File: src/rtl/serial_fifo_ctrl.sv
// Buffered serial-port controller: RX FIFO fed by a synchronised data-ready edge,
// TX FIFO drained by a start/busy handshake, CPU map at 0x8 (data) and 0xC (status).
module serial_fifo_ctrl #(
    parameter int RX_AW = 4,
    parameter int TX_AW = 4
) (
    input  logic        clk,
    input  logic        rst_n,
    input  logic        bus_ce,
    input  logic        bus_we,
    input  logic [3:0]  bus_addr,
    input  logic [7:0]  bus_wdata,
    output logic [31:0] bus_rdata,
    input  logic        rx_ready,
    input  logic [7:0]  rx_data,
    input  logic        tx_busy,
    output logic        tx_start,
    output logic [7:0]  tx_data,
    output logic        rx_int
);

    localparam int RX_DEPTH = 1 << RX_AW;
    localparam int TX_DEPTH = 1 << TX_AW;
    localparam logic [3:0] ADDR_DATA = 4'h8;
    localparam logic [3:0] ADDR_STAT = 4'hC;
    localparam logic [RX_AW:0]   RX_FULL    = (RX_AW + 1)'(RX_DEPTH);
    localparam logic [TX_AW:0]   TX_FULL    = (TX_AW + 1)'(TX_DEPTH);
    localparam logic [RX_AW:0]   RX_CNT_ONE = {{RX_AW{1'b0}}, 1'b1};
    localparam logic [TX_AW:0]   TX_CNT_ONE = {{TX_AW{1'b0}}, 1'b1};
    localparam logic [RX_AW-1:0] RX_PTR_ONE = {{(RX_AW - 1){1'b0}}, 1'b1};
    localparam logic [TX_AW-1:0] TX_PTR_ONE = {{(TX_AW - 1){1'b0}}, 1'b1};

    typedef enum logic [1:0] {
        ST_IDLE  = 2'd0,
        ST_START = 2'd1,
        ST_WAIT  = 2'd2
    } tx_state_t;

    logic             ce_d_r;
    logic             rx_sync1_r, rx_sync2_r, rx_prev_r;
    logic [7:0]       rx_data1_r, rx_data2_r;
    logic             busy_sync1_r, busy_sync2_r;
    logic [7:0]       rx_mem_r [RX_DEPTH];
    logic [7:0]       tx_mem_r [TX_DEPTH];
    logic [RX_AW-1:0] rx_rd_ptr_r, rx_wr_ptr_r;
    logic [TX_AW-1:0] tx_rd_ptr_r, tx_wr_ptr_r;
    logic [RX_AW:0]   rx_count_r, rx_count_next_s;
    logic [TX_AW:0]   tx_count_r, tx_count_next_s;
    logic             rx_overrun_r;
    logic             rx_int_r;
    tx_state_t        state_r, state_next_s;
    logic             tx_start_r, tx_start_next_s;
    logic [7:0]       tx_data_r, tx_data_next_s;

    logic       access_s, data_rd_s, stat_rd_s;
    logic       rx_edge_s, rx_full_s, rx_push_s, rx_pop_s, rx_ovr_set_s;
    logic       tx_full_s, tx_push_s, tx_pop_s;
    logic [7:0] rx_head_s, tx_head_s;

    // Only the first cycle of a held select counts as an access.
    assign access_s  = bus_ce & ~ce_d_r;
    assign data_rd_s = access_s & ~bus_we & (bus_addr == ADDR_DATA);
    assign stat_rd_s = access_s & ~bus_we & (bus_addr == ADDR_STAT);

    assign rx_head_s    = (rx_count_r != '0) ? rx_mem_r[rx_rd_ptr_r] : 8'h00;
    assign tx_head_s    = tx_mem_r[tx_rd_ptr_r];
    assign rx_full_s    = (rx_count_r == RX_FULL);
    assign tx_full_s    = (tx_count_r == TX_FULL);
    assign rx_edge_s    = rx_sync2_r & ~rx_prev_r;
    assign rx_pop_s     = data_rd_s & (rx_count_r != '0);
    // A pop in the same cycle frees a slot, so a full FIFO still accepts the byte.
    assign rx_push_s    = rx_edge_s & (~rx_full_s | rx_pop_s);
    assign rx_ovr_set_s = rx_edge_s & rx_full_s & ~rx_pop_s;
    assign tx_push_s    = access_s & bus_we & (bus_addr == ADDR_DATA) & ~tx_full_s;

    assign tx_start = tx_start_r;
    assign tx_data  = tx_data_r;
    assign rx_int   = rx_int_r;

    // Synchronisers, access edge detector and overrun flag.
    always_ff @(posedge clk or negedge rst_n) begin
        if (!rst_n) begin
            ce_d_r       <= 1'b0;
            rx_sync1_r   <= 1'b0;
            rx_sync2_r   <= 1'b0;
            rx_prev_r    <= 1'b0;
            rx_data1_r   <= 8'h00;
            rx_data2_r   <= 8'h00;
            busy_sync1_r <= 1'b0;
            busy_sync2_r <= 1'b0;
            rx_overrun_r <= 1'b0;
        end else begin
            ce_d_r       <= bus_ce;
            rx_sync1_r   <= rx_ready;
            rx_sync2_r   <= rx_sync1_r;
            rx_prev_r    <= rx_sync2_r;
            rx_data1_r   <= rx_data;
            rx_data2_r   <= rx_data1_r;
            busy_sync1_r <= tx_busy;
            busy_sync2_r <= busy_sync1_r;
            if (rx_ovr_set_s) begin
                rx_overrun_r <= 1'b1;
            end else if (stat_rd_s) begin
                rx_overrun_r <= 1'b0;
            end
        end
    end

    // FIFO storage; validity is tracked solely by the pointers and counts.
    always_ff @(posedge clk) begin
        if (rx_push_s) rx_mem_r[rx_wr_ptr_r] <= rx_data2_r;
        if (tx_push_s) tx_mem_r[tx_wr_ptr_r] <= bus_wdata;
    end

    // Next occupancy of both FIFOs.
    always_comb begin
        rx_count_next_s = rx_count_r;
        tx_count_next_s = tx_count_r;
        case ({rx_push_s, rx_pop_s})
            2'b10:   rx_count_next_s = rx_count_r + RX_CNT_ONE;
            2'b01:   rx_count_next_s = rx_count_r - RX_CNT_ONE;
            default: rx_count_next_s = rx_count_r;
        endcase
        case ({tx_push_s, tx_pop_s})
            2'b10:   tx_count_next_s = tx_count_r + TX_CNT_ONE;
            2'b01:   tx_count_next_s = tx_count_r - TX_CNT_ONE;
            default: tx_count_next_s = tx_count_r;
        endcase
    end

    // FIFO pointers, counts and the registered interrupt level.
    always_ff @(posedge clk or negedge rst_n) begin
        if (!rst_n) begin
            rx_rd_ptr_r <= '0;
            rx_wr_ptr_r <= '0;
            tx_rd_ptr_r <= '0;
            tx_wr_ptr_r <= '0;
            rx_count_r  <= '0;
            tx_count_r  <= '0;
            rx_int_r    <= 1'b0;
        end else begin
            if (rx_push_s) rx_wr_ptr_r <= rx_wr_ptr_r + RX_PTR_ONE;
            if (rx_pop_s)  rx_rd_ptr_r <= rx_rd_ptr_r + RX_PTR_ONE;
            if (tx_push_s) tx_wr_ptr_r <= tx_wr_ptr_r + TX_PTR_ONE;
            if (tx_pop_s)  tx_rd_ptr_r <= tx_rd_ptr_r + TX_PTR_ONE;
            rx_count_r <= rx_count_next_s;
            tx_count_r <= tx_count_next_s;
            rx_int_r   <= (rx_count_next_s != '0);
        end
    end

    // Transmit handshake state register.
    always_ff @(posedge clk or negedge rst_n) begin
        if (!rst_n) begin
            state_r    <= ST_IDLE;
            tx_start_r <= 1'b0;
            tx_data_r  <= 8'h00;
        end else begin
            state_r    <= state_next_s;
            tx_start_r <= tx_start_next_s;
            tx_data_r  <= tx_data_next_s;
        end
    end

    // Transmit handshake next state; the byte leaves the FIFO only once busy is seen.
    always_comb begin
        state_next_s    = state_r;
        tx_start_next_s = tx_start_r;
        tx_data_next_s  = tx_data_r;
        tx_pop_s        = 1'b0;
        case (state_r)
            ST_IDLE: begin
                if (tx_count_r != '0) begin
                    tx_data_next_s  = tx_head_s;
                    tx_start_next_s = 1'b1;
                    state_next_s    = ST_START;
                end else begin
                    state_next_s = ST_IDLE;
                end
            end
            ST_START: begin
                if (busy_sync2_r) begin
                    tx_pop_s        = 1'b1;
                    tx_start_next_s = 1'b0;
                    state_next_s    = ST_WAIT;
                end else begin
                    state_next_s = ST_START;
                end
            end
            ST_WAIT: begin
                if (!busy_sync2_r) begin
                    state_next_s = ST_IDLE;
                end else begin
                    state_next_s = ST_WAIT;
                end
            end
            default: begin
                state_next_s    = ST_IDLE;
                tx_start_next_s = 1'b0;
            end
        endcase
    end

    // Read mux; driven only while a read is selected.
    always_comb begin
        bus_rdata = 32'h0000_0000;
        if (bus_ce && !bus_we) begin
            case (bus_addr)
                ADDR_DATA: bus_rdata = {24'h00_0000, rx_head_s};
                ADDR_STAT: bus_rdata = {29'h0000_0000, rx_overrun_r,
                                        (rx_count_r != '0), ~tx_full_s};
                default:   bus_rdata = 32'h0000_0000;
            endcase
        end else begin
            bus_rdata = 32'h0000_0000;
        end
    end

endmodule

File: config.mk
export PLATFORM = sky130hd
export DESIGN_NAME = serial_fifo_ctrl
export DESIGN_NICKNAME = d
export VERILOG_FILES = /design/src/rtl/serial_fifo_ctrl.sv
export SDC_FILE = /design/constraint.sdc
export NUM_CORES = 1
export LEC_CHECK = 0
export ABC_AREA = 0
export CELL_PAD_IN_SITES_DETAIL_PLACEMENT = 1
export CELL_PAD_IN_SITES_GLOBAL_PLACEMENT = 2
export CORE_MARGIN = 3
export CORE_UTILIZATION = 30
export CTS_BUF_LIST = sky130_fd_sc_hd__clkbuf_2 sky130_fd_sc_hd__clkbuf_4 sky130_fd_sc_hd__clkbuf_8
export CTS_CLUSTER_DIAMETER = 150
export CTS_CLUSTER_SIZE = 30
export DETAILED_ROUTE_END_ITERATION = 8
export PLACE_DENSITY = 0.56
export SETUP_SLACK_MARGIN = 0.3
export SYNTH_ARGS = -nofsm -noshare
export SYNTH_HDL_FRONTEND = slang
export SYNTH_SLANG_ARGS = --single-unit
File: constraint.sdc
create_clock -name clk -period 3.5 [get_ports clk]
set_input_delay 0.7 -clock clk [delete_from_list [all_inputs] [get_ports clk]]
set_output_delay 0.7 -clock clk [all_outputs]
set_load 0.02 [all_outputs]
# [Yosys cells after proc, flatten, opt, wreduce, memory -nomap -nowiden]
# Memories as Yosys holds them, arrays and structs flattened. A register that Yosys moved wholly into a read port is not among the register bits.
# Cells that the tools add are included.
[totals] word_cells=91 register_bits=53 mem_bits_ro=0 latch_bits=0 mem_bits_rw=256 input_bits=26 memories=2
[mem_list] memory="rx_mem_r" words=16 width=8 read_ports=1 rd_clocked_by_memory_dff=0 wr=1 line="43" text="logic [7:0] rx_mem_r [RX_DEPTH];"
[mem_list] memory="tx_mem_r" words=16 width=8 read_ports=1 rd_clocked_by_memory_dff=1 wr=1 line="44" text="logic [7:0] tx_mem_r [TX_DEPTH];"
[classes] muxes=20 shift=0 addsub=8 n_mul=0 reduce_logical=11 magnitude_cmp=0 eq_ne=12 n_div=0 n_bitwise=20
[ops] operator="2-to-1 mux 32 bit" n=1
[ops] operator="case mux 5 bit (2 select lines)" n=2
[ops] operator="adder 4 x 1 -> 4 bit, second input constant" n=4
[ops] operator="case mux 8 bit (2 select lines)" n=1
[ops] operator="nonzero test 5 bit" n=3
[ops] operator="AND 1 bit" n=12
[ops] operator="2-to-1 mux 1 bit" n=11
[ops] operator="adder 5 x 1 -> 5 bit, second input constant" n=2
[ops] operator="equality test 5 bit, second input constant" n=2
[ops] operator="subtractor 5 x 1 -> 5 bit, second input constant" n=2
[ops] operator="equality test 4 bit, second input constant" n=2
[ops] operator="2-to-1 mux 8 bit" n=1
[ops] operator="NOT 1 bit" n=7
[ops] operator="equality test 2 x 1 -> 1 bit, second input constant" n=3
[ops] operator="equality test 2 bit, second input constant" n=3
[ops] operator="case mux 2 bit (3 select lines)" n=1
[ops] operator="2-to-1 mux 2 bit" n=2
[ops] operator="!= test 2 bit, second input constant" n=2
[ops] operator="nonzero test 2 bit" n=2
[ops] operator="case mux 1 bit (3 select lines)" n=1
[ops] operator="AND reduction 3 bit" n=1
[ops] operator="zero test 1 bit" n=2
[ops] operator="zero test 2 bit" n=1
[ops] operator="AND reduction 2 bit" n=1
[ops] operator="2 further kinds" n=2

# [Depth between registers and ports, before layout]
# Gate-level depths: netlist (run 1).
[depth] word_depth=10 mapped_depth=13 ltp_nobuf=12

# [Worst setup path after synthesis (run 1)]
# Ideal clock, no wire load.
[synth_timing] path_kind="input to register" from="input bus_addr[0]" to="register rx_int_r, in the netlist rx_int" cell_stages=13 slack_ns=-0.056 arrival_ns=3.417 required_ns=3.361 path_cell_list="and4bb_2 > nand3_1 > a311oi_4 > inv_1 > ha_1 > clkbuf_1 > xor2_1 > ha_1 > o211ai_1 > nand2_1 > a211oi_1 > xor2_1 > or4b_1"
[synth_between] elab_chain_cells=8 word_cells_on_any_way=9
[synth_rtl] item="start: declaration" line="11" text="input logic [3:0] bus_addr,"
[synth_rtl] item="equality test 4 bit (*)" line="62" text="assign data_rd_s = access_s & ~bus_we & (bus_addr == ADDR_DATA);"
[synth_rtl] item="AND 1 bit (*)" line="62"
[synth_rtl] item="AND 1 bit (*)" line="70" text="assign rx_pop_s = data_rd_s & (rx_count_r != '0);"
[synth_rtl] item="bitwise OR 1 bit" line="72" text="assign rx_push_s = rx_edge_s & (~rx_full_s | rx_pop_s);"
[synth_rtl] item="AND 1 bit" line="72"
[synth_rtl] item="equality test 2 x 1 -> 1 bit or equality test 2 bit (tied branches)" line="119" text="case ({rx_push_s, rx_pop_s})"
[synth_rtl] item="case mux 5 bit (2 select lines) (*)" line="119"
[synth_rtl] item="named net rx_count_next_s[4]" line="47" text="logic [RX_AW:0] rx_count_r, rx_count_next_s;"
[synth_rtl] item="nonzero test 5 bit (*)" line="148" text="rx_int_r <= (rx_count_next_s != '0);"
[synth_rtl] item="end signal: assignment" line="148"
[synth_rtl] item="end: declaration" line="50" text="logic rx_int_r;"
# Mark *: on every way through the listed nets, which the timed path passes. The rest lies on a longest branch.
# A chain may end at the register's enable or synchronous reset.

# [Worst setup path in the final report (run 1)]
[layout_timing] from="register rx_rd_ptr_r[0]" to="output bus_rdata[2]"
[layout_between] elab_chain_cells=4
[layout_rtl] item="start: declaration" line="45" text="logic [RX_AW-1:0] rx_rd_ptr_r, rx_wr_ptr_r;"
[layout_rtl] item="start signal: assignment" line="143" text="if (rx_pop_s) rx_rd_ptr_r <= rx_rd_ptr_r + RX_PTR_ONE;"
[layout_rtl] item="memory (16 x 8 bit)"
[layout_rtl] item="2-to-1 mux 8 bit" line="65" text="assign rx_head_s = (rx_count_r != '0) ? rx_mem_r[rx_rd_ptr_r] : 8'h00;"
[layout_rtl] item="case mux 8 bit (2 select lines)" line="208" text="case (bus_addr)"
[layout_rtl] item="2-to-1 mux 32 bit" line="207" text="if (bus_ce && !bus_we) begin"
[layout_rtl] item="end: declaration" line="13" text="output logic [31:0] bus_rdata,"
# No other way between the ends.

==> tab_implementation.tex, run 1 <==
\begin{tabular}{lr}
\hline
Metric & Value \\
\hline
\multicolumn{2}{l}{\textbf{Logic synthesis}} \\
\quad Async SR Flop Fraction & 0.192 \\
\quad Count of yosys warnings during synthesis & 0 \\
\quad Sequential fraction of the synthesis area & 0.716 \\
\quad Count of distinct cell types in the synthesized netlist & 52 \\
\quad Number of flops mapped to enable cells by yosys & 256 \\
\quad Synthesized area divided by synthesized cell count & 18.8 um2 \\
\quad Cell count after synthesis & 686 \\
\quad Area of the mapped netlist & 0.0129 mm2 \\
\quad Synthesized flop and latch total & 317 \\
\quad Prevailing post-synth register cell & sky130\_fd\_sc\_hd\_\_edfxtp\_1 \\
\multicolumn{2}{l}{\textbf{Timing}} \\
\quad Max Transition Viols Final & 0 \\
\quad Hold Violations, Final & 0 \\
\quad Remaining max-slew budget at the tightest pin & 0.352 \\
\quad Highest clock frequency the design can meet & 0.305 GHz \\
\quad Final Skew & 26.3 ps \\
\quad Share of the cycle needed by the critical path after routing & 0.937 \\
\quad Fin crit period & 3280 ps \\
\quad Final setup TNS & 0 ps \\
\quad Unrepaired setup endpoints after global routing & yes \\
\quad Final number of setup-violating endpoints & 0 \\
\quad Transition time of the tightest slew-check pin & 972 ps \\
\multicolumn{2}{l}{\textbf{Global routing}} \\
\quad Antenna violations before repair & 0 \\
\quad Grt ovf & 0 \\
\quad Global-route usage over all layers & 0.127 \\
\quad Largest net degree at the start of global routing & 62 \\
\quad Wire length of the first global-routing pass & 43.6 mm \\
\quad Via count of the first global-routing pass & 7025 \\
\multicolumn{2}{l}{\textbf{Clocking}} \\
\quad TritonCTS clock tree & done \\
\quad Clock root buffer & sky130\_fd\_sc\_hd\_\_clkbuf\_8 \\
\quad Total clock buffers created by CTS & 14 \\
\quad Longest Clk Path Bufs & 3 \\
\quad Skew-Pair Late Insertion Delay & 560 ps \\
\quad CTS HTree Levels & 1 \\
\quad Clock tree sinks & 317 \\
\quad Number of buffers added to fix hold violations after cts & 0 \\
\quad Clock-pin slew of the registers on the worst-case setup and hold paths & 190 ps \\
\multicolumn{2}{l}{\textbf{Critical path}} \\
\quad Cells along the critical path & buf\_6 -> buf\_16 -> buf\_12 -> mux4\_2 -> a211oi\_2 -> a21oi\_2 -> a32o\_2 -> buf\_6 \\
\quad Top Family by Delay on Critical Path & compound AO/OA/AOI/OAI gates \\
\quad Critical setup path kind & flop to output pin \\
\quad Critical path capture point type & output pin \\
\quad Critical path's most frequent cell & sky130\_fd\_sc\_hd\_\_buf\_6 \\
\quad Crit path max-delay cell type & sky130\_fd\_sc\_hd\_\_mux4\_2 \\
\quad R2r startpoint & rx\_count\_r[1] \\
\quad Data arrival time of the worst path & 2580 ps \\
\quad Startpoint kind of the worst setup timing path & flop \\
\quad Largest stage delay, worst path & 510 ps \\
\quad Critical Path Start & rx\_rd\_ptr\_r[0] \\
\quad Reg-to-reg slack, setup & 430 ps \\
\quad Largest fanout of any net on the critical path & 5 \\
\quad Required time worst endpoint & 2800 ps \\
\quad Count of buffer and inverter cells on the critical path & 4 \\
\multicolumn{2}{l}{\textbf{Routing}} \\
\quad Initial DRT Pass Iterations & 4 \\
\quad DRC violation total after the first TritonRoute iteration & 305 \\
\quad Count of nets left with antenna violations after detail routing & 0 \\
\quad Number of remaining DRC errors & 0 \\
\quad Total vias in the final route & 6384 \\
\quad Total Routed Length & 28.9 mm \\
\quad Routed wirelength normalized by instance count & 21.4 um \\
\quad Routed vias/inst & 4.74 \\
\multicolumn{2}{l}{\textbf{Layout}} \\
\quad Post-route design area & 0.0148 mm2 \\
\quad Total area of multi-input combinational cells & 0.00340 mm2 \\
\quad Final Non-Filler Cells & 1348 \\
\quad Most common cell after layout, fill and taps aside & sky130\_fd\_sc\_hd\_\_edfxtp\_1 \\
\quad Number of diodes added for antenna fixing & 0 \\
\quad Post-synthesis to final-layout area growth & 15.3\% \\
\quad Final \#Nets & 845 \\
\quad Filler Cells Inserted & 4173 \\
\quad Commonest cells after routing, fill and taps aside & sky130\_fd\_sc\_hd\_\_edfxtp\_1 (256), sky130\_fd\_sc\_hd\_\_buf\_4 (81), sky130\_fd\_sc\_hd\_\_mux4\_2 (59), sky130\_fd\_sc\_hd\_\_dfrtp\_1 (56), sky130\_fd\_sc\_hd\_\_clkdlybuf4s50\_1 (34) \\
\quad FF+latch area & 0.00922 mm2 \\
\quad Fraction of layout cells with a size suffix above 1 & 0.286 \\
\multicolumn{2}{l}{\textbf{Die}} \\
\quad Overall die area & 0.0454 mm2 \\
\quad Area of the core & 0.0421 mm2 \\
\quad Die width & 213 um \\
\quad Initial standard-cell utilization of the core & 0.306 \\
\quad Count of standard-cell rows & 75 \\
\quad Chip height & 213 um \\
\quad I/O pin count & 68 \\
\multicolumn{2}{l}{\textbf{Place}} \\
\quad Half-perimeter wire length after detailed placement & 19.2 mm \\
\quad Area after DPL & 0.0143 mm2 \\
\quad Input/output buffers & 43 \\
\quad Placer congestion estimate & 0.689 \\
\quad Number of instances in the placed design & 1304 \\
\multicolumn{2}{l}{\textbf{Pwr}} \\
\quad Maximum vdd ir drop & 0.269 mV \\
\quad Leak pwr & 5.06 nW \\
\quad Power per cell area & 598 mW/mm2 \\
\multicolumn{2}{l}{\textbf{Job}} \\
\quad Max cap viols & 0 \\
\multicolumn{2}{l}{\textbf{Worst hold path}} \\
\quad Path category of the worst min-delay check & input port to asynchronous set/reset pin \\
\multicolumn{2}{l}{\textbf{Status}} \\
\quad Result of the run & completed \\
\hline
\end{tabular}
==> through the flow <==
step / setup slack, ps / hold WS, ps / power, W / util
floorplan: 200 / 331 / 0.00641 / -
global placement: -104 / 334 / 0.00707 / 0.338
detailed placement: -244 / 336 / 0.00715 / 0.338
CTS: 144 / 268 / 0.00895 / 0.350
global route: 95.2 / 304 / 0.00940 / 0.352
finish: 220 / 270 / 0.00888 / 0.352
==> synthesized netlist by cell type, types with 10 or more instances <==
master | n | area (um2)
sky130_fd_sc_hd__xor2_1 | 10 | 87.6
sky130_fd_sc_hd__xnor2_1 | 13 | 114
sky130_fd_sc_hd__buf_4 | 26 | 195
sky130_fd_sc_hd__ha_1 | 17 | 213
sky130_fd_sc_hd__clkbuf_1 | 10 | 37.5
sky130_fd_sc_hd__mux2_2 | 11 | 124
sky130_fd_sc_hd__edfxtp_1 | 256 | 7690
sky130_fd_sc_hd__dfrtp_1 | 61 | 1530
sky130_fd_sc_hd__inv_1 | 15 | 56.3
sky130_fd_sc_hd__nor2_1 | 33 | 124
sky130_fd_sc_hd__buf_2 | 12 | 60.1
sky130_fd_sc_hd__nor2b_1 | 16 | 100
sky130_fd_sc_hd__a21oi_1 | 18 | 90.1
sky130_fd_sc_hd__mux2i_1 | 15 | 150
sky130_fd_sc_hd__o21ai_0 | 10 | 50.1
sky130_fd_sc_hd__mux4_2 | 50 | 1130
sky130_fd_sc_hd__nand2_1 | 22 | 82.6
sky130_fd_sc_hd__mux4_1 | 16 | 420
sky130_fd_sc_hd__a211oi_1 | 17 | 128
==> worst paths after layout <==
kind	endpoint	cells past startpoint
setup / recovery	bus_rdata[2]	8
hold / removal	rx_data2_r[6]	1
setup reg to reg	rx_int	11
hold reg to reg	rx_sync2_r	0
max in group asynchronous	rx_count_r[0]	1
min in group clk	rx_sync2_r	0
==> area by class of cell <==
cell class                      count  share of cell area
Clock buffer                       23              0.0179
Clock inverter                      1             0.00110
Inverter                           15             0.00379
Multi-Input combinational cell    320               0.229
Sequential cell                   317               0.621
Tap cell                          539              0.0454
Timing Repair Buffer              133              0.0819
==> power breakdown <==
group | switching [W] | internal [W]
Sequential | 0.000431 | 0.00436
Combinational | 0.00113 | 0.00138
Clock | 0.00108 | 0.000498
==> cell families (layout without fill, tap and decap cells) <==
family          count (synthesis)  count (layout)  synth area share
flops                         317             317             0.716
xor+xnor                       23              23            0.0156
other cells                     1              24          0.000291
compound gates                 56              56            0.0307
mux                            93              93             0.143
simple gates                  106             106            0.0431
buf+inv                        72             172            0.0339
fa+ha+maj                      18              18            0.0181
==> repair_timing <==
action	CTS	global route
setup endpoints to repair	9	9
gates resized for setup	71	20
cloned	1	0
buffers inserted	10	9
pin swaps	7	6
==> metal layers <==
metal / track usage / vias to the layer above / routed length, um
met2: 0.219 / 75 / 14500
met1: 0.177 / 3457 / 13200
met3: 0.0150 / 16 / 854
met4: 0.0219 / 0 / 340
met5: 0 / - / 0
li1: - / 2836 / -
==> registers in the layout, summed over array words and instances (netlist names) <==
signal and cells:
tx_data 8, rx_int 1, rx_mem_r 128, rx_sync2_r 1, busy_sync1_r 1, rx_overrun_r 1
tx_rd_ptr_r 4, rx_prev_r 1, rx_wr_ptr_r 4, busy_sync2_r 1, tx_mem_r 128, tx_wr_ptr_r 4
state_r 2, rx_rd_ptr_r 4, tx_start 1, rx_data2_r 8, rx_sync1_r 1, tx_count_r 5
ce_d_r 1, rx_count_r 5, rx_data1_r 8
==> worst reg2reg max path, stage by stage, from the launching register on <==
cell and delay, ps:
sky130_fd_sc_hd__dfrtp_2 470, sky130_fd_sc_hd__or4_4 560, sky130_fd_sc_hd__o2111ai_4 230, sky130_fd_sc_hd__nor2_4 50, sky130_fd_sc_hd__ha_2 200, sky130_fd_sc_hd__xor2_1 150
sky130_fd_sc_hd__ha_2 200, sky130_fd_sc_hd__o211ai_1 190, sky130_fd_sc_hd__nand2_1 110, sky130_fd_sc_hd__a211oi_2 200, sky130_fd_sc_hd__xor2_1 110, sky130_fd_sc_hd__or4b_1 490
Power figures use the tool's default switching activity.
==> run 2: changes to the inputs <==
--- a/config.mk
+++ b/config.mk
@@ -7,5 +7,5 @@
 export LEC_CHECK = 0
 export ABC_AREA = 0
-export CELL_PAD_IN_SITES_DETAIL_PLACEMENT = 1
+export CELL_PAD_IN_SITES_DETAIL_PLACEMENT = 0
 export CELL_PAD_IN_SITES_GLOBAL_PLACEMENT = 2
 export CORE_MARGIN = 3
==> constraint.sdc (replaced) <==
create_clock -name clk -period 3.5 [get_ports clk]
set_input_delay 0.7 -clock clk [delete_from_list [all_inputs] [get_ports clk]]
set_output_delay 0.7 -clock clk [all_outputs]
set_load 0.1 [all_outputs]
==> run 2 against run 1 <==
Net effect:
- routed wire length down 4.9%
- power up 3.4%
- critical path type unchanged
- worst setup slack got worse by 66 ps
- clock skew grew 16 ps
- worst hold slack lost 37 ps
- sequential power hardly changed
- count of clock-buffer cells in the layout stayed put
==> tab_implementation.tex, run 2 (synthesized netlist as in run 1, its figures left out) <==
\begin{tabular}{lr}
\hline
Metric & Value \\
\hline
\multicolumn{2}{l}{\textbf{Layout}} \\
\quad Final \#Nets & 830 (was 845) \\
\quad Post-synthesis to final-layout area growth & 14.9\% (was 15.3\%) \\
\quad Most common cell after layout, fill and taps aside & sky130\_fd\_sc\_hd\_\_edfxtp\_1 (unchanged) \\
\quad Fraction of layout cells with a size suffix above 1 & 0.271 (was 0.286) \\
\quad Number of diodes added for antenna fixing & 0 (unchanged) \\
\quad Largest registers in the final layout & rx\_mem\_r: 128 flops, tx\_mem\_r: 128 flops (unchanged) \\
\quad Utilization after layout & 0.351 (was 0.352) \\
\quad Filler Cells Inserted & 3923 (was 4173) \\
\quad Commonest cells after routing, fill and taps aside & sky130\_fd\_sc\_hd\_\_edfxtp\_1 (256), sky130\_fd\_sc\_hd\_\_buf\_4 (72), sky130\_fd\_sc\_hd\_\_dfrtp\_1 (55), sky130\_fd\_sc\_hd\_\_mux4\_2 (54), sky130\_fd\_sc\_hd\_\_nor2\_1 (32) (was sky130\_fd\_sc\_hd\_\_edfxtp\_1 (256), sky130\_fd\_sc\_hd\_\_buf\_4 (81), sky130\_fd\_sc\_hd\_\_mux4\_2 (59), sky130\_fd\_sc\_hd\_\_dfrtp\_1 (56), sky130\_fd\_sc\_hd\_\_clkdlybuf4s50\_1 (34)) \\
\multicolumn{2}{l}{\textbf{Die}} \\
\quad Area of the core & 0.0421 mm2 (unchanged) \\
\quad I/O pin count & 68 (unchanged) \\
\quad Count of standard-cell rows & 75 (unchanged) \\
\quad Initial standard-cell utilization of the core & 0.306 (unchanged) \\
\quad Chip height & 213 um (unchanged) \\
\quad Overall die area & 0.0454 mm2 (unchanged) \\
\quad Die width & 213 um (unchanged) \\
\multicolumn{2}{l}{\textbf{Pwr}} \\
\quad Overall Power & 0.00918 W (was 0.00888 W) \\
\quad Leak pwr & 5.00 nW (was 5.06 nW) \\
\quad Maximum vdd ir drop & 0.609 mV (was 0.269 mV) \\
\quad Power per cell area & 620 mW/mm2 (was 598 mW/mm2) \\
\multicolumn{2}{l}{\textbf{Critical path}} \\
\quad Critical setup path kind & flop to output pin (unchanged) \\
\quad Startpoint kind of the worst setup timing path & flop (unchanged) \\
\quad Required time worst endpoint & 2800 ps (about the same) \\
\quad Largest fanout of any net on the critical path & 8 (was 5) \\
\quad Critical path capture point type & output pin (unchanged) \\
\quad Data arrival time of the worst path & 2650 ps (was 2580 ps) \\
\multicolumn{2}{l}{\textbf{Timing}} \\
\quad Remaining max-slew budget at the tightest pin & 0.334 (was 0.352) \\
\quad Final number of setup-violating endpoints & 0 (unchanged) \\
\quad Final Skew & 42.1 ps (was 26.3 ps) \\
\quad Transition time of the tightest slew-check pin & 994 ps (was 972 ps) \\
\quad Hold Violations, Final & 0 (unchanged) \\
\quad Share of the cycle needed by the critical path after routing & 0.956 (was 0.937) \\
\quad Fin crit period & 3350 ps (was 3280 ps) \\
\quad Unrepaired setup endpoints after global routing & yes (unchanged) \\
\quad Highest clock frequency the design can meet & 0.299 GHz (was 0.305 GHz) \\
\quad Max Transition Viols Final & 0 (unchanged) \\
\multicolumn{2}{l}{\textbf{Global routing}} \\
\quad Via count of the first global-routing pass & 6640 (was 7025) \\
\quad Largest net degree at the start of global routing & 62 (unchanged) \\
\quad Antenna violations before repair & 0 (unchanged) \\
\quad Grt ovf & 0 (unchanged) \\
\quad Wire length of the first global-routing pass & 41.7 mm (was 43.6 mm) \\
\quad Global-route usage over all layers & 0.122 (was 0.127) \\
\multicolumn{2}{l}{\textbf{Place}} \\
\quad Input/output buffers & 43 (unchanged) \\
\quad Placer congestion estimate & 0.760 (was 0.689) \\
\quad Half-perimeter wire length after detailed placement & 18.4 mm (was 19.2 mm) \\
\multicolumn{2}{l}{\textbf{Clocking}} \\
\quad Clock tree sinks & 317 (unchanged) \\
\quad Clock root buffer & sky130\_fd\_sc\_hd\_\_clkbuf\_8 (unchanged) \\
\quad Total clock buffers created by CTS & 14 (unchanged) \\
\quad Skew-Pair Late Insertion Delay & 570 ps (was 560 ps) \\
\quad Longest Clk Path Bufs & 3 (unchanged) \\
\quad TritonCTS clock tree & done (unchanged) \\
\quad Number of buffers added to fix hold violations after cts & 0 (unchanged) \\
\quad Clock-pin slew of the registers on the worst-case setup and hold paths & 180 ps (was 190 ps) \\
\quad CTS HTree Levels & 1 (unchanged) \\
\multicolumn{2}{l}{\textbf{Routing}} \\
\quad Wire length the detailed router placed on met1 & 12.1 mm (was 13.2 mm) \\
\quad Count of nets left with antenna violations after detail routing & 0 (unchanged) \\
\quad Top routing layer in use & met4 (unchanged) \\
\quad Number of remaining DRC errors & 0 (unchanged) \\
\quad Initial DRT Pass Iterations & 4 (unchanged) \\
\quad Wire length on met3 & 964 um (was 854 um) \\
\quad Routed vias/inst & 4.66 (was 4.74) \\
\quad DRC violation total after the first TritonRoute iteration & 392 (was 305) \\
\quad Total Routed Length & 27.5 mm (was 28.9 mm) \\
\quad Routed wirelength normalized by instance count & 20.6 um (was 21.4 um) \\
\quad Detailed-routed wire length on met2 & 13.9 mm (was 14.5 mm) \\
\quad Total vias in the final route & 6212 (was 6384) \\
\multicolumn{2}{l}{\textbf{Status}} \\
\quad Result of the run & completed (unchanged) \\
\multicolumn{2}{l}{\textbf{Job}} \\
\quad Max cap viols & 0 (unchanged) \\
\multicolumn{2}{l}{\textbf{Worst hold path}} \\
\quad Path category of the worst min-delay check & input port to asynchronous set/reset pin (unchanged) \\
\hline
\end{tabular}
-- run 2: changes by cell type in the layout (fill, tap and decap cells not counted), moves of 3 or more --
cell,change
sky130_fd_sc_hd__a211oi_4,+3
sky130_fd_sc_hd__buf_12,+3
sky130_fd_sc_hd__buf_4,-9
sky130_fd_sc_hd__buf_6,-5
sky130_fd_sc_hd__clkdlybuf4s50_1,-3
sky130_fd_sc_hd__mux4_1,+5
sky130_fd_sc_hd__mux4_2,-5
-- run 2: what timing repair did --
item,4_1_cts,5_1_grt
buffers inserted,10,2
cloned,1,0
pin swaps,9,5
setup endpoints to repair,8,9
resized for setup,24,11
-- run 2: worst max-delay path: stages, from the launching register on --
cell                      delay (ps)
sky130_fd_sc_hd__dfrtp_4         560
sky130_fd_sc_hd__buf_12          150
sky130_fd_sc_hd__buf_16          140
sky130_fd_sc_hd__mux4_2          440
sky130_fd_sc_hd__mux4_2          490
sky130_fd_sc_hd__nor2b_4         150
sky130_fd_sc_hd__buf_12          160
-- run 2: report_power, final --
part	switching, W	leakage (nW)	internal (W)	total, W
clock	0.00109	0.152	0.000498	0.00159
sequential	0.000424	3.02	0.00436	0.00478
combinational	0.00154	1.83	0.00127	0.00280
total	0.00305	5.00	0.00613	0.00918
-- run 2: per-layer routing --
| metal | vias up | GRT usage |
|---|---|---|
| met5 | - | 0 |
| met4 | 0 | 0.0239 |
| met3 | 21 | 0.0147 |
| met2 | 85 | 0.215 |
| met1 | 3301 | 0.164 |
| li1 | 2805 | - |
-- run 2: through the flow --
stage / setup slack [ps] / cell area, um2 / setup TNS (ps) / hold slack [ps] / instances
global route: 48.3 / 14800 / 0 / 272 / 1333
detailed placement: -139 / 14300 / -139 / 335 / 1296
floorplan: 200 / 13000 / 0 / 331 / 709
global placement: -19.6 / 14300 / -19.6 / 336 / 1296
CTS: 97.3 / 14800 / 0 / 235 / 1331
finish: 154 / 14800 / 0 / 233 / 1333
-- run 2: worst paths after layout --
| check | endpoint | cells past startpoint | from | slack [ps] |
|---|---|---|---|---|
| hold / removal | rx_data2_r[6] | 1 | rst_n | 230 |
| setup / recovery | bus_rdata[6] | 6 | rx_rd_ptr_r[0] | 150 |
| max in group asynchronous | rx_rd_ptr_r[0] | 1 | rst_n | 2580 |
| setup reg to reg | rx_int | 11 | rx_count_r[1] | 420 |
| hold reg to reg | rx_data2_r[5] | 0 | rx_data1_r[5] | 370 |
| min in group clk | rx_data2_r[5] | 0 | rx_data1_r[5] | 370 |
-- run 2: area by class of cell --
type,count,area (um2),share of cell area
inverters,15,56.3,0.00381
well taps,539,674,0.0456
flip-flops and latches,317,9220,0.623
repair buffers,118,1130,0.0762
clock inverters,1,16.3,0.00110
multi-input cells,320,3430,0.232
clock buffers,23,267,0.0180
